===== src/rtl/adc_fill_acq_ctrl.sv =====
// Acquisition controller: on trigger emits a header word, packed ADC sample bursts and a fill record.
// Optional feature OVR_FLAG_EN: lane bit 12 carries adc_ovr of that sample (otherwise 0).
module adc_fill_acq_ctrl #(
    parameter int SAMPLES_PER_BURST = 8
) (
    input  logic         adc_clk,
    input  logic         acq_reset,
    input  logic [11:0]  adc_data,
    input  logic         adc_ovr,
    input  logic [15:0]  channel_tag,
    input  logic [22:0]  muon_num_bursts,
    input  logic [22:0]  laser_num_bursts,
    input  logic [22:0]  ped_num_bursts,
    input  logic [23:0]  initial_fill_num,
    input  logic         initial_fill_num_wr,
    input  logic [11:0]  num_waveforms,
    input  logic [21:0]  waveform_gap,
    input  logic [22:0]  fixed_ddr3_start_addr,
    input  logic         en_fixed_ddr3_start_addr,
    input  logic         acq_enable0,
    input  logic         acq_enable1,
    input  logic         acq_trig,
    output logic         acq_enabled,
    output logic [23:0]  fill_num,
    output logic [127:0] adc_acq_out_dat,
    output logic         adc_acq_out_valid,
    output logic [22:0]  adc_acq_out_addr,
    output logic         acq_done,
    output logic [151:0] fill_header_out,
    output logic         fill_header_valid
);

    localparam logic [2:0] LAST_LANE = 3'(SAMPLES_PER_BURST - 1);

    typedef enum logic [2:0] {IDLE, HEADER, CAPTURE, GAP, DONE} state_t;

    state_t        state;
    logic          trig_p0;
    logic [1:0]    fill_type;
    logic [22:0]   num_bursts;
    logic [11:0]   num_wf;
    logic [22:0]   start_addr;
    logic [22:0]   word_addr;
    logic [22:0]   next_addr;
    logic [2:0]    lane_idx;
    logic [22:0]   burst_cnt;
    logic [11:0]   wf_cnt;
    logic [21:0]   gap_cnt;
    logic [23:0]   word_total;
    logic [111:0]  lanes_p0;

    logic [1:0]    type_in;
    logic [22:0]   bursts_in;
    logic [11:0]   wf_in;
    logic [22:0]   start_in;
    logic          trig_edge;
    logic          ovr_bit;
    logic [15:0]   sample;

`ifdef OVR_FLAG_EN
    assign ovr_bit = adc_ovr;
`else
    logic unused_ovr;
    assign unused_ovr = adc_ovr;
    assign ovr_bit    = 1'b0;
`endif

    assign type_in   = {acq_enable1, acq_enable0};
    assign trig_edge = acq_trig & ~trig_p0;
    assign wf_in     = (num_waveforms == 12'd0) ? 12'd1 : num_waveforms;
    assign start_in  = en_fixed_ddr3_start_addr ? fixed_ddr3_start_addr : next_addr;
    assign sample    = {3'b000, ovr_bit, adc_data};

    always_comb begin
        bursts_in = muon_num_bursts;
        case (type_in)
            2'b10:   bursts_in = laser_num_bursts;
            2'b11:   bursts_in = ped_num_bursts;
            default: bursts_in = muon_num_bursts;
        endcase
    end

    // Lanes 0..6 of the current burst; lane 7 is taken straight from the input when the word is built.
    always_ff @(posedge adc_clk) begin
        if (state == CAPTURE && lane_idx != LAST_LANE)
            lanes_p0[{lane_idx, 4'b0000} +: 16] <= sample;
    end

    always_ff @(posedge adc_clk or posedge acq_reset) begin
        if (acq_reset) begin
            state             <= IDLE;
            trig_p0           <= 1'b0;
            acq_enabled       <= 1'b0;
            fill_num          <= '0;
            next_addr         <= '0;
            adc_acq_out_dat   <= '0;
            adc_acq_out_valid <= 1'b0;
            adc_acq_out_addr  <= '0;
            acq_done          <= 1'b0;
            fill_header_out   <= '0;
            fill_header_valid <= 1'b0;
            fill_type         <= '0;
            num_bursts        <= '0;
            num_wf            <= '0;
            start_addr        <= '0;
            word_addr         <= '0;
            lane_idx          <= '0;
            burst_cnt         <= '0;
            wf_cnt            <= '0;
            gap_cnt           <= '0;
            word_total        <= '0;
        end else begin
            trig_p0           <= acq_trig;
            acq_enabled       <= (type_in != 2'b00);
            adc_acq_out_valid <= 1'b0;
            acq_done          <= 1'b0;
            fill_header_valid <= 1'b0;
            case (state)
                IDLE: begin
                    if (initial_fill_num_wr)
                        fill_num <= initial_fill_num;
                    if (trig_edge && type_in != 2'b00) begin
                        fill_type         <= type_in;
                        num_bursts        <= bursts_in;
                        num_wf            <= wf_in;
                        start_addr        <= start_in;
                        adc_acq_out_dat   <= {fill_num, channel_tag, type_in, bursts_in,
                                              start_in, wf_in, 28'd0};
                        adc_acq_out_valid <= 1'b1;
                        adc_acq_out_addr  <= start_in;
                        word_addr         <= start_in + 23'd1;
                        word_total        <= 24'd1;
                        lane_idx          <= '0;
                        burst_cnt         <= '0;
                        wf_cnt            <= '0;
                        state             <= HEADER;
                    end
                end
                HEADER: state <= (num_bursts == 23'd0) ? DONE : CAPTURE;
                CAPTURE: begin
                    lane_idx <= lane_idx + 3'd1;
                    if (lane_idx == LAST_LANE) begin
                        adc_acq_out_dat   <= {sample, lanes_p0};
                        adc_acq_out_valid <= 1'b1;
                        adc_acq_out_addr  <= word_addr;
                        word_addr         <= word_addr + 23'd1;
                        word_total        <= word_total + 24'd1;
                        if (burst_cnt == num_bursts - 23'd1) begin
                            burst_cnt <= '0;
                            if (wf_cnt == num_wf - 12'd1) begin
                                state <= DONE;
                            end else begin
                                wf_cnt <= wf_cnt + 12'd1;
                                // zero gap keeps capturing back-to-back
                                if (waveform_gap != 22'd0) begin
                                    gap_cnt <= waveform_gap - 22'd1;
                                    state   <= GAP;
                                end
                            end
                        end else begin
                            burst_cnt <= burst_cnt + 23'd1;
                        end
                    end
                end
                GAP: begin
                    if (gap_cnt == 22'd0)
                        state <= CAPTURE;
                    else
                        gap_cnt <= gap_cnt - 22'd1;
                end
                DONE: begin
                    acq_done          <= 1'b1;
                    fill_header_valid <= 1'b1;
                    fill_header_out   <= {fill_num, channel_tag, fill_type, 10'd0,
                                          word_total, start_addr, 53'd0};
                    fill_num          <= fill_num + 24'd1;
                    next_addr         <= word_addr;
                    state             <= IDLE;
                end
                default: state <= IDLE;
            endcase
        end
    end

endmodule


===== config.mk =====
export PLATFORM = sky130hd
export DESIGN_NAME = adc_fill_acq_ctrl
export DESIGN_NICKNAME = d
export VERILOG_FILES = /design/src/rtl/adc_fill_acq_ctrl.sv
export SDC_FILE = /design/constraint.sdc
export NUM_CORES = 1
export LEC_CHECK = 0
export ABC_AREA = 0
export BUFFER_PORTS_ARGS = -buffer_cell sky130_fd_sc_hd__buf_2
export CAP_MARGIN = 20
export CORE_ASPECT_RATIO = 0.75
export CORE_MARGIN = 5
export CORE_UTILIZATION = 60
export DETAILED_ROUTE_END_ITERATION = 10
export HOLD_SLACK_MARGIN = 0.06
export PLACE_DENSITY = 0.89
export SLEW_MARGIN = 20
export SYNTH_ARGS = -nofsm -noshare
export SYNTH_HDL_FRONTEND = slang
export SYNTH_SLANG_ARGS = --single-unit
export TNS_END_PERCENT = 20

===== constraint.sdc =====
create_clock -name adc_clk -period 28.3 [get_ports adc_clk]
set_input_delay 4.245 -clock adc_clk [delete_from_list [all_inputs] [get_ports adc_clk]]
set_output_delay 4.245 -clock adc_clk [all_outputs]
set_load 0.1 [all_outputs]

==> results of run 1 <==
[layer usage]
metal | part of all wire | GRT usage
met3 | 0.10 | 0.0871
met2 | 0.47 | 0.508
met5 | 0.00041 | 0
met4 | 0.038 | 0.124
met1 | 0.39 | 0.424
[cells in the mapped netlist (3+ instances only)]
master | count | area share
nand2_1 | 676 | 0.098
dfrtp_1 | 457 | 0.44
o21ai_0 | 251 | 0.048
nor2_1 | 222 | 0.032
clkbuf_1 | 137 | 0.020
and2_1 | 101 | 0.024
edfxtp_1 | 84 | 0.097
a21oi_1 | 72 | 0.014
mux2i_1 | 70 | 0.027
buf_4 | 69 | 0.020
nand3_1 | 62 | 0.012
nor3_1 | 51 | 0.0098
a31oi_1 | 49 | 0.012
xnor2_1 | 46 | 0.016
xor2_1 | 43 | 0.015
a22o_1 | 41 | 0.014
inv_1 | 41 | 0.0059
nor4_1 | 24 | 0.0058
a21o_1 | 23 | 0.0067
or3_1 | 23 | 0.0055
nand4_1 | 21 | 0.0051
a211oi_1 | 19 | 0.0055
and3_1 | 18 | 0.0043
buf_1 | 16 | 0.0023
ha_1 | 12 | 0.0058
or4_1 | 12 | 0.0035
nor3b_1 | 11 | 0.0032
o31ai_1 | 11 | 0.0032
nand2b_1 | 10 | 0.0024
o211ai_1 | 10 | 0.0029
o22ai_1 | 10 | 0.0024
a2111oi_0 | 8 | 0.0027
a221o_1 | 8 | 0.0031
mux2_2 | 8 | 0.0035
or2_2 | 6 | 0.0014
and3b_1 | 5 | 0.0017
nor4b_1 | 5 | 0.0017
nand3b_1 | 4 | 0.0012
nor2b_1 | 4 | 0.00096
o2111ai_1 | 4 | 0.0014
o311ai_0 | 4 | 0.0014
a311oi_1 | 3 | 0.0010
or3b_2 | 3 | 0.0010
[per-stage QoR]
stage	util	hold WS [ns]	setup WS [ns]	cells	power [uW]
2_1_floorplan	-	0.439	11.31	2863	943
3_3_place_gp	0.657	0.451	20.45	3687	974
3_5_place_dp	0.657	0.450	20.37	3687	978
4_1_cts	0.697	0.463	20.96	3783	1670
5_1_grt	0.698	0.487	20.63	3785	1720
6_report	0.699	0.463	20.92	3791	1670
[where the power goes]
part	total [uW]	internal (uW)	switching, uW	leakage [uW]
clock	704	397	306	0.000835
combinational	159	33.4	125	0.00700
sequential	807	797	9.95	0.00682
total	1670	1230	441	0.0147
[layout make-up]
| type | count | area (sq um) |
|---|---|---|
| Tap cell | 578 | 723 |
| Sequential cell | 541 | 14000 |
| Clock inverter | 24 | 226 |
| Inverter | 42 | 169 |
| Fill cell | 3148 | 13000 |
| Clock buffer | 72 | 1490 |
| Multi-Input combinational cell | 2054 | 11000 |
| Timing Repair Buffer | 473 | 2470 |
| Antenna cell | 7 | 17.5 |
[registers in the layout, summed over array words and instances (netlist names), 3 cells and up]
name,cells
gap_cnt,22
num_wf,12
start_addr,23
word_addr,23
adc_acq_out_dat,124
lanes_p0,84
lane_idx,3
fill_num,24
burst_cnt,23
adc_acq_out_addr,23
word_total,24
wf_cnt,12
num_bursts,23
fill_header_out,89
state,3
next_addr,23
[logic make-up (layout without fill, tap and decap cells)]
group / count (synthesis) / in the layout / share of synthesized area
simple gates: 1268 / 1268 / 0.218
flops: 541 / 541 / 0.538
compound gates: 540 / 540 / 0.128
buf+inv: 268 / 611 / 0.0492
xor+xnor: 89 / 89 / 0.0301
mux: 78 / 78 / 0.0305
fa+ha+maj: 12 / 12 / 0.00579
other cells: 1 / 74 / 0.000145
[how the worst max path moves through the flow]
stage / from / to / slack [ns] / cells after the start
after floorplan: acq_reset / acq_enabled / 11.31 / 1
after global placement: acq_enable0 / burst_cnt[22] / 20.45 / 10
after detailed placement: acq_enable0 / burst_cnt[22] / 20.37 / 10
after CTS: acq_enable0 / burst_cnt[22] / 20.96 / 10
after global routing: acq_enable0 / burst_cnt[22] / 20.63 / 10
final: acq_enable0 / burst_cnt[22] / 20.92 / 10
[worst min-delay path, cell delays in order (launching register included)]
cell	delay (ns)
dfrtp_1	0.34
nand2_1	0.05
nand2_1	0.04
==> impl_metrics.csv, run 1 <==
group,metric,value,unit
clocking,cts_hold_buf,0,
worst_setup_path,reg2reg_from,"state[2]",
worst_hold_path,worstHoldPathType,"reg -> reg",
worst_setup_path,cp_max_fo,83,
worst_setup_path,worstPathCellList,"buf_2 > nor2_1 > o32a_2 > clkinv_2 > buf_4 > nand4_1 > nor3_1 > nand3_1 > xor2_1 > nor2_1",
route,vias_per_cell,6.00,
grt,grt_pass1_vias,22400,
placement,postPlaceCellArea,28300,sq um
floorplan,die_h,190,microns
clocking,clk_pin_slew,0.06,ns
worst_setup_path,r2r_setup_slack,23.24,ns
worst_setup_path,cp-end-kind,"flip-flop",
synth,synth-seq-cells,541,
grt,grt_max_degree,189,
placement,io_buffers,448,
clocking,htreeDepth,2,
synth,synthDistinctLibCells,78,
clocking,post-cts-setup-buffers,0,
flow_run,drv_cap,0,
floorplan,pin_count,517,
status,status,"finished clean",
timing,finalCriticalPeriod,7.38,ns
synth,async_reset_ff_frac,0.845,
synth,syn_area,25900,sq um
synth,synth_warnings,0,
clocking,cts_inserted_buffers,52,
worst_setup_path,cp_num_buf_inv,3,
floorplan,core_area,43000,sq um
synth,synth-main-ff-cell,"dfrtp_1",
floorplan,die_area,47500,sq um
grt,antenna_found_initial,8,
grt,grt.overflow.total,0,
worst_setup_path,required,28.74,ns
cells_and_area,drive_above_1_share,0.187,
grt,grt_pass1_wl,122000,microns
route,wl_per_cell,20.6,microns
timing,final_hold_viol_count,0,
route,first_pass_iters,6,
floorplan,die_w,250,microns
timing,fin_tns_setup,0,ns
cells_and_area,final_area,30100,sq um
clocking,clock_latency,0.60,ns
clocking,cts_root_buf,"clkbuf_16",
worst_setup_path,path_delay_family,"buffers and inverters",
worst_hold_path,holdPathEnd,"fill_header_out[54]",
timing,fmax,136,MHz
worst_setup_path,cp.arrival,7.82,ns
clocking,cts_resized,0,
cells_and_area,fin_nets,3362,
worst_setup_path,ff2ff_path_depth,12,
route,antenna_left,0,
cells_and_area,synthToLayoutAreaGrowth,15.9,%
timing,max_slew_margin,0.270,
timing,rsz0062_at_grt,"no",
synth,synth-edff-count,84,
worst_setup_path,crit_type,"in -> reg",
floorplan,num_rows,66,
synth,syn_avg_cell_area,9.27,sq um
route,vias,22800,
route,drt_iter0_drc,2756,
timing,setup_violations,0,
cells_and_area,layout_commonest_cell,"nand2_1",
worst_hold_path,worstHoldStart,"start_addr[1]",
power,power_density,55.5,nW/um^2
cells_and_area,layout_common_cells,"nand2_1 (675), dfrtp_1 (457), buf_2 (448), o21ai_0 (251), nor2_1 (219)",
floorplan,start_util,0.603,
worst_setup_path,path_common_cell,"nor2_1",
route,drc_errors,0,
timing,worstMarginPinSlew,1.10,ns
power,ir_worst_vdd,0.0000544,V
clocking,tritoncts,"yes",
worst_setup_path,slowest_stage,"buf_4",
timing,clock_skew,0.0225,ns
route,wl,78100,microns
timing,period_share,0.261,
placement,dp_hpwl,53800,microns
timing,drv_slew,0,
grt,track_usage,0.319,
synth,synth-seq-area-share,0.538,
worst_setup_path,max_stage_delay,0.73,ns
placement,gp_congestion,0.944,
clocking,cts_num_sinks,541,
clocking,cts.path.max_buffers,3,
worst_setup_path,reg2reg_to,"word_addr[22]",
worst_setup_path,startpoint_type,"primary input",
power,power_leakage,0.0147,uW
worst_hold_path,hold-path-cell-count,2,
synth,synthCells,2797,
Note: power is estimated with default switching activity, not from simulation.
==> run 2, diff against run 1 <==
Settings changed: ABC_AREA 0 to 1, CORE_UTILIZATION 60 to 56, PLACE_DENSITY 0.89 to 0.84.
Clock period 28.3 ns to 7.4 ns, I/O delays scaled along.
==> run 2 against run 1 <==
  * Total power increased to 7.2 times the previous value
  * Wire length up 2.1%
  * Critical path depth decreased by 2
  * Design area is 2.7% higher
  * Register-to-register slack got worse by 20 ns
  * Sequential cell count unchanged
  * Sequential share of layout area fell by 1.2 points
  * Final cell count is 14% higher
  * Via count rose by 6.0%
  * Largest power group is now combinational cells
==> impl_metrics.csv, run 2 <==
group,metric,value,unit
timing,clock_skew,0.0213,ns
cells_and_area,layout_commonest_cell,"nand2_1",
synth,syn_avg_cell_area,8.22,sq um
timing,max_slew_margin,0.280,
clocking,cts.path.max_buffers,3,
synth,synthSimpleGateAreaFrac,0.260,
synth,synth-main-ff-cell,"dfrtp_1",
synth,synth_top_family_by_area,"simple AND/OR/NAND/NOR gates",
route,wl_per_cell,18.5,microns
floorplan,core_area,47400,sq um
cells_and_area,layout_common_cells,"nand2_1 (955), dfrtp_1 (457), buf_2 (448), nor2_1 (348), o21ai_0 (258)",
clocking,cts_num_sinks,541,
timing,finalCriticalPeriod,4.50,ns
clocking,cts_inserted_buffers,52,
cells_and_area,nFillCells,3879,
timing,fmax,222,MHz
route,drc_errors,0,
clocking,tritoncts,"yes",
power,power_density,387,nW/um^2
worst_hold_path,worstHoldPathType,"reg -> reg",
status,status,"finished clean",
grt,antenna_found_initial,7,
grt,grt.overflow.total,0,
route,wl,79800,microns
floorplan,die_w,263,microns
route,drt_iter0_drc,2545,
placement,gp_congestion,0.931,
timing,final_hold_viol_count,0,
synth,synth_commonest_cells,"nand2_1 (955), dfrtp_1 (457), nor2_1 (349), o21ai_0 (258), inv_1 (246)",
synth,synth-seq-area-share,0.520,
synth,synthDistinctLibCells,61,
grt,grt_pass1_wl,124000,microns
synth,synth_mux_area_frac,0,
cells_and_area,largest_register_ffs,124,
worst_setup_path,cp.arrival,4.80,ns
power,clkPwrFrac,0.233,
synth,yosysTopAreaCellShare,0.426,
power,power_leakage,0.0152,uW
timing,period_share,0.608,
worst_setup_path,startpoint_type,"flip-flop",
grt,grt_max_degree,178,
synth,yosys-top-cells-area,"dfrtp_1 (43%), nand2_1 (13%), edfxtp_1 (9.4%), nor2_1 (4.9%), o21ai_0 (4.8%)",
cells_and_area,post-route-util,0.651,
floorplan,num_rows,69,
clocking,cts_resized,0,
timing,worstMarginPinSlew,1.08,ns
synth,syn_area,26800,sq um
flow_run,drv_cap,0,
cells_and_area,drive_above_1_share,0.172,
clocking,clock_latency,0.60,ns
cells_and_area,reg.largest.list,"adc_acq_out_dat: 124 flops, fill_header_out: 89 flops, lanes_p0: 84 flops",
worst_setup_path,crit_type,"reg -> reg",
power,p_int,6080,uW
grt,grt_pass1_vias,22300,
timing,setup_violations,0,
cells_and_area,synthToLayoutAreaGrowth,15.0,%
placement,postPlaceCellArea,29000,sq um
worst_setup_path,cp_max_fo,17,
worst_setup_path,cp-end-kind,"flip-flop",
route,vias,24100,
cells_and_area,regMostFlops,"adc_acq_out_dat",
synth,synthAdderAreaFrac,0.00560,
power,switching_share,0.491,
synth,synthCells,3263,
power,combinationalPowerShare,0.433,
floorplan,start_util,0.566,
worst_setup_path,required,7.70,ns
synth,synth_warnings,0,
timing,fin_tns_setup,0,ns
synth,synth_xor_area_frac,0.0271,
synth,yosysTopAreaCell,"dfrtp_1",
clocking,cts_root_buf,"clkbuf_16",
route,vias_per_cell,5.60,
cells_and_area,final_area,30900,sq um
clocking,htreeDepth,2,
clocking,post-cts-setup-buffers,0,
route,antenna_left,0,
grt,track_usage,0.292,
cells_and_area,fin_nets,3819,
timing,rsz0062_at_grt,"no",
synth,synth-edff-count,84,
synth,async_reset_ff_frac,0.845,
power,pwr-share-seq,0.335,
synth,yosysMostFrequentCell,"nand2_1",
power,switching_power,5860,uW
synth,synth_compound_area_frac,0.103,
floorplan,die_area,52400,sq um
power,ir_worst_vdd,0.000589,V
floorplan,pin_count,517,
placement,dp_hpwl,56000,microns
synth,synth-seq-cells,541,
clocking,clk_pin_slew,0.07,ns
placement,io_buffers,448,
route,first_pass_iters,6,
floorplan,die_h,200,microns
clocking,cts_hold_buf,0,
timing,drv_slew,0,
==> run 2: changes by cell type in the layout (fill, tap and decap cells not counted), moves of 17 or more <==
cell,before,now
a211oi_1,19,2
a21o_1,23,0
and2_1,101,1
and3_1,18,1
inv_1,39,243
mux2i_1,70,0
nand2_1,675,955
nand3_1,62,143
nand4_1,21,75
nor2_1,219,348
nor2_2,3,20
o21ai_1,0,26
or3_1,22,1
==> run 2: power groups by stage <==
stage,clock network (uW),registers [uW],logic [uW]
3_3_place_gp,0,4020,5070
5_1_grt,2930,4050,5440
4_1_cts,2810,3990,5170
2_1_floorplan,0,6380,1740
6_report,2780,4000,5170
3_5_place_dp,0,4020,5150
==> run 2: final timing paths <==
path / slack (ns) / to / startpoint / cells past startpoint
hold / removal: 0.47 / fill_header_out[113] / fill_header_out[113] / 2
hold reg to reg: 0.47 / fill_header_out[113] / fill_header_out[113] / 2
min in group asynchronous: 0.76 / fill_header_out[84] / acq_reset / 3
max in group asynchronous: 5.07 / adc_acq_out_dat[104] / acq_reset / 4
setup / recovery: 2.90 / lanes_p0[67] / lane_idx[0] / 8
setup reg to reg: 2.90 / lanes_p0[67] / lane_idx[0] / 8
==> run 2: worst max-delay path: stages, from the launching register on <==
cell	delay (ns)
dfrtp_1	0.70
clkinv_1	0.57
ha_1	0.40
ha_1	0.58
inv_1	0.35
nor2_1	0.25
nand4_1	0.49
nor2_1	0.58
buf_4	0.26
==> run 2: layer usage <==
metal  global-route usage  vias up  wire, microns
met2                0.458     1110          37100
li1                     -    11200              -
met1                0.417    11600          33400
met5                    0        -             24
met4               0.0859        4           2230
met3               0.0613      143           6980
==> run 2: final cells by class <==
type | count | area [sq um] | area share
clock buffer | 73 | 1580 | 0.0511
multi-input combinational | 2304 | 10900 | 0.353
timing repair buffer | 467 | 2430 | 0.0789
clock inverter | 19 | 209 | 0.00677
inverter | 255 | 970 | 0.0314
antenna | 5 | 12.5 | 0.000405
tap | 639 | 800 | 0.0259
sequential | 541 | 14000 | 0.452
==> run 2: logic make-up (layout without fill, tap and decap cells) <==
family	after synthesis	count (layout)
adder cells (fa/ha/maj)	12	12
flip-flops	541	541
AND/OR/NAND/NOR	1656	1656
buffers and inverters	484	814
other	1	72
XOR/XNOR	83	83
AO/OA/AOI/OAI	486	486
==> run 2: through the flow <==
step | total power [uW] | worst slack [ns] | hold slack [ns] | instances
5_1_grt | 12400 | 2.52 | 0.485 | 4301
2_1_floorplan | 8110 | 0.107 | 0.434 | 3329
3_5_place_dp | 9170 | 2.73 | 0.454 | 4204
6_report | 11900 | 2.90 | 0.469 | 4303
4_1_cts | 12000 | 2.69 | 0.470 | 4296
3_3_place_gp | 9080 | 2.86 | 0.448 | 4204
